[config.mk]
export PLATFORM = sky130hd
export DESIGN_NAME = led_pwm_fader
export DESIGN_NICKNAME = d
export VERILOG_FILES = /design/src/rtl/led_pwm_fader.sv
export SDC_FILE = /design/constraint.sdc
export NUM_CORES = 1
export LEC_CHECK = 0
export BUFFER_PORTS_ARGS = -buffer_cell sky130_fd_sc_hd__buf_2
export CELL_PAD_IN_SITES_DETAIL_PLACEMENT = 1
export CELL_PAD_IN_SITES_GLOBAL_PLACEMENT = 1
export CORE_MARGIN = 2
export CORE_UTILIZATION = 55
export CTS_BUF_LIST = sky130_fd_sc_hd__clkbuf_8
export DETAILED_ROUTE_END_ITERATION = 6
export MAX_ROUTING_LAYER = met4
export PLACE_DENSITY = 0.95
export SLEW_MARGIN = 20
export SYNTH_ARGS = -nofsm -noshare
export SYNTH_HDL_FRONTEND = slang
export SYNTH_SLANG_ARGS = --single-unit
[constraint.sdc]
create_clock -name clk_i -period 7.6 [get_ports clk_i]
set_clock_uncertainty 0.2 [all_clocks]
set_input_delay 1.52 -clock clk_i [delete_from_list [all_inputs] [get_ports clk_i]]
set_output_delay 1.52 -clock clk_i [all_outputs]
set_load 0.05 [all_outputs]
[src/rtl/led_pwm_fader.sv]
// Per-channel PWM fader for the board LED pins.
// Levels glide toward a brightness-capped target once per PWM frame.
module led_pwm_fader #(
  parameter int   CLK_IN_MHZ   = 12,
  parameter int   PWM_HZ       = 1000,
  parameter int   FADE_STEP    = 8,
  parameter logic IN_POLARITY  = 1'b1,
  parameter logic LED_POLARITY = 1'b1
) (
  input  logic       clk_i,
  input  logic       rstn_i,
  input  logic [7:0] led_i,
  input  logic [3:0] bright_i,
  output logic [7:0] led_o,
  output logic       frame_o
);

  localparam int RAW_DIV  = (CLK_IN_MHZ * 1_000_000) / (PWM_HZ * 255);
  localparam int TICK_DIV = (RAW_DIV < 1) ? 1 : RAW_DIV;
  localparam int PW       = (TICK_DIV > 1) ? $clog2(TICK_DIV) : 1;

  localparam logic [PW-1:0] PRE_MAX = PW'(TICK_DIV - 1);
  localparam logic [8:0]    STEP    = 9'(FADE_STEP);

  logic [PW-1:0] pre_q;
  logic [7:0]    pwm_q;
  logic [7:0]    level_q [8];
  logic [7:0]    level_d [8];
  logic          tick;
  logic [7:0]    ceiling;

  assign tick    = (pre_q == PRE_MAX);
  assign frame_o = tick && (pwm_q == 8'd254);
  assign ceiling = {4'b0000, bright_i} * 8'd17;

  // 9-bit math so neither the add nor the subtract can wrap.
  function automatic logic [7:0] fade(
    input logic [7:0] lvl,
    input logic [7:0] tgt
  );
    logic [8:0] l9;
    logic [8:0] t9;
    logic [8:0] up;
    logic [8:0] dn;
    l9 = {1'b0, lvl};
    t9 = {1'b0, tgt};
    up = l9 + STEP;
    dn = (l9 > STEP) ? (l9 - STEP) : 9'd0;
    unique case (1'b1)
      (l9 < t9): fade = (up > t9) ? tgt : up[7:0];
      (l9 > t9): fade = (dn < t9) ? tgt : dn[7:0];
      default:   fade = lvl;
    endcase
  endfunction

  always_comb begin
    for (int n = 0; n < 8; n++) begin
      level_d[n] = fade(level_q[n],
        (led_i[n] == IN_POLARITY) ? ceiling : 8'd0);
    end
  end

  always_ff @(posedge clk_i) begin
    if (!rstn_i) begin
      pre_q <= '0;
      pwm_q <= '0;
      led_o <= {8{~LED_POLARITY}};
      for (int n = 0; n < 8; n++) begin
        level_q[n] <= '0;
      end
    end else begin
      pre_q <= tick ? '0 : pre_q + 1'b1;
      if (tick) begin
        pwm_q <= (pwm_q == 8'd254) ? 8'd0 : pwm_q + 8'd1;
      end
      if (frame_o) begin
        for (int n = 0; n < 8; n++) begin
          level_q[n] <= level_d[n];
        end
      end
      for (int n = 0; n < 8; n++) begin
        led_o[n] <= (pwm_q < level_q[n]) ? LED_POLARITY : ~LED_POLARITY;
      end
    end
  end

endmodule

==> impl_results.md <==
* Status: completed
* Max_cap viols at 0
* Post-synth top area cell: ha_1
* CTS Hold Bufs at 0
* Crit path DAT at 4.53 ns
* Antenna violations before repair at 0
* RR Startpoint: level_q[1][3]$_SDFFCE_PN0P_
* First-pass GRT wire length at 58.2 mm
* Clock Path Buffers at 2
* Final HPWL DP at 27.9 mm
* DRT Pass-1 Iters at 5
* Maximum fanout along the worst path at 13
* Setup violations, final at 0
* Ys flop type: edfxtp_1
* Peak supply drop at 0.0894 mV
* TritonCTS clock tree: done
* Synth Instances at 1331
* Total CTS buffers at 9
* PnR Total Power at 2.03 mW
* Post-CTS Resized at 0
* Worst Tran Pin Value at 0.935 ns
* Synth unique cells at 78
* Max Clk Rate at 219 MHz
* Via count at 10875
* Top-area cell type share of the netlist area at 26.7%
* Final WL at 36.1 mm
* Grt ovf at 0
* Num rows at 51
* Register area share after synthesis at 21.4%
* Routed wire per std cell at 22.6 um
* Post-synth EDFFs at 64
* Critical Path RT at 7.55 ns
* Avg Synthesized Cell Area at 8.30 um2
* Synth Cell Area at 11000 um2
* DRC at 0
* Critical path capture point: level_q[0][26]$_SDFFCE_PN0P_
* H-tree levels at 3
* RSZ-0062 raised after global routing: false
* R2R depth at 12
* Routed vias/inst at 6.79
* Setup_tns at 0 ns
* Final min period at 4.58 ns
* Number of synthesis warnings at 0
* Crit path from: bright_i[2]
* Max_slew headroom at 37.0%
* Starting Density at 56.4%
* RePlAce Congestion at 0.955
* Top cells by area, synth: ha_1 (27%), edfxtp_1 (17%), a21oi_1 (4.5%)
* Hold/Removal Path Class: flip-flop to flip-flop
* Die extent in y at 146 um
* Post-synth ARST share at 0%
* Max Slew Vio Count at 0
* Final hold violation count at 0
* Clk Latency, worst-skew pair at 0.39 ns
* Hold slack at 0.298 ns
* R2R setup slack at 3.22 ns
* GR Util All Layers at 34.5%
* Leakage at 5.06 nW
* Die area at 21200 um2
* Post-Syn Nets at 1581
* Nets at 1582
* Critical path class: input pin to flip-flop
* CP Capture Type: flip-flop
* Power Density at 177 nW/um2
* ANT nets after route at 0
* FF+latch count, synth at 86
* Io pins at 23
* Number of global-route vias before repair at 11439
* Commonest cells after routing, fill and taps aside: ha_1 (236), nor2_1 (104), inv_1 (102)
* 1st-iter DRT viols at 832
* Share of layout cells above drive strength 1 at 4.49%
* Largest net degree at the start of global routing at 28
* Clk slew on worst S/H paths at 0.09 ns
* Post-CTS setup buffers at 0
* Critical Path Source Type: input pin
* Area growth syn-to-layout at 4.09%
* FILL cells at 2414
* Crit share post-route at 60.2%
* CTS root buffer: clkbuf_8
* Commonest non-fill, non-tap cell in the layout: ha_1
* ANT cells at 0
* Port buffer count at 22
* Sink Count at 86
* Core footprint at 19600 um2
* Die width at 146 um
* Worst R2R End: level_q[1][7]$_SDFFCE_PN0P_
[worst min path at each step]
stage,start,slack [ns],to,cells past startpoint
detailed placement,pre_q[0]$_SDFF_PP0_,0.27,pre_q[0]$_SDFF_PP0_,1
CTS,pre_q[0]$_SDFF_PP0_,0.29,pre_q[0]$_SDFF_PP0_,1
finish,pre_q[0]$_SDFF_PP0_,0.30,pre_q[0]$_SDFF_PP0_,1
global placement,pre_q[0]$_SDFF_PP0_,0.24,pre_q[0]$_SDFF_PP0_,1
global route,pre_q[0]$_SDFF_PP0_,0.32,pre_q[0]$_SDFF_PP0_,1
floorplan,pre_q[0]$_SDFF_PP0_,0.23,pre_q[0]$_SDFF_PP0_,1
[critical path, stage by stage]
cell and delay, ns:
buf_2 0.31, and2_1 0.27, inv_1 0.16, ha_1 0.36
nand3b_1 0.11, a21oi_1 0.17, nor2_1 0.06, o21ai_0 0.48
nand2b_1 0.43, mux2_2 0.40, a32o_1 0.25
[synth_stat cells (all sizes together) (12+ instances only)]
cell	number
inv	98
mux2i	12
dfxtp	22
a31oi	20
nor3	27
xnor2	28
xor2	14
clkbuf	26
o21a	12
a21o	19
nor2	104
nand2	101
nor2b	21
o21ai	99
nand2b	12
a21boi	13
nand4	35
a21oi	101
nand3	51
edfxtp	64
ha	236
o22ai	18
a211oi	15
and2	14
[cell families after synthesis]
logic type	share of synthesized area (%)
and+or+nand+nor	19.3
AOI/OAI and AO/OA	22.6
adders and majority gates	26.7
buffers and inverters	4.82
DFF	21.4
xor gates and xnor gates	3.33
muxes	1.80
[final cells by class]
type	instances	area [um2]	share of cell area [%]
inverter	100	375	3.27
multi-input combinational	1111	8150	70.9
sequential	86	2360	20.6
clock buffer	9	124	1.08
tap	265	332	2.88
timing repair buffer	24	125	1.09
clock inverter	7	27.5	0.239
[flip-flops by register name, summed over array words and instances, names as in the netlist]
signal,cells
level_q,64
pwm_q,8
led_o,8
pre_q,6
[power by group]
group / internal (mW) / switching (mW)
Combinational: 0.413 / 0.667
Clock: 0.112 / 0.186
Sequential: 0.564 / 0.0892
[stage by stage]
stage	setup slack [ns]	cell area (um2)	util (%)	cells
2_1_floorplan	3.25	11000	-	1331
3_3_place_gp	2.91	11300	57.9	1586
3_5_place_dp	2.71	11300	57.9	1586
4_1_cts	3.12	11500	58.7	1602
5_1_grt	2.83	11500	58.7	1602
6_report	3.02	11500	58.7	1602
[per-layer routing]
| layer | track usage [%] | part of all wire, % | vias up |
|---|---|---|---|
| li1 | - | - | 5015 |
| met1 | 40.9 | 40 | 5291 |
| met2 | 59.5 | 49 | 453 |
| met3 | 4.42 | 7.3 | 116 |
| met4 | 13.4 | 3.4 | 0 |
| met5 | - | 0 | - |
No activity file was read; power rests on OpenSTA's default activity.
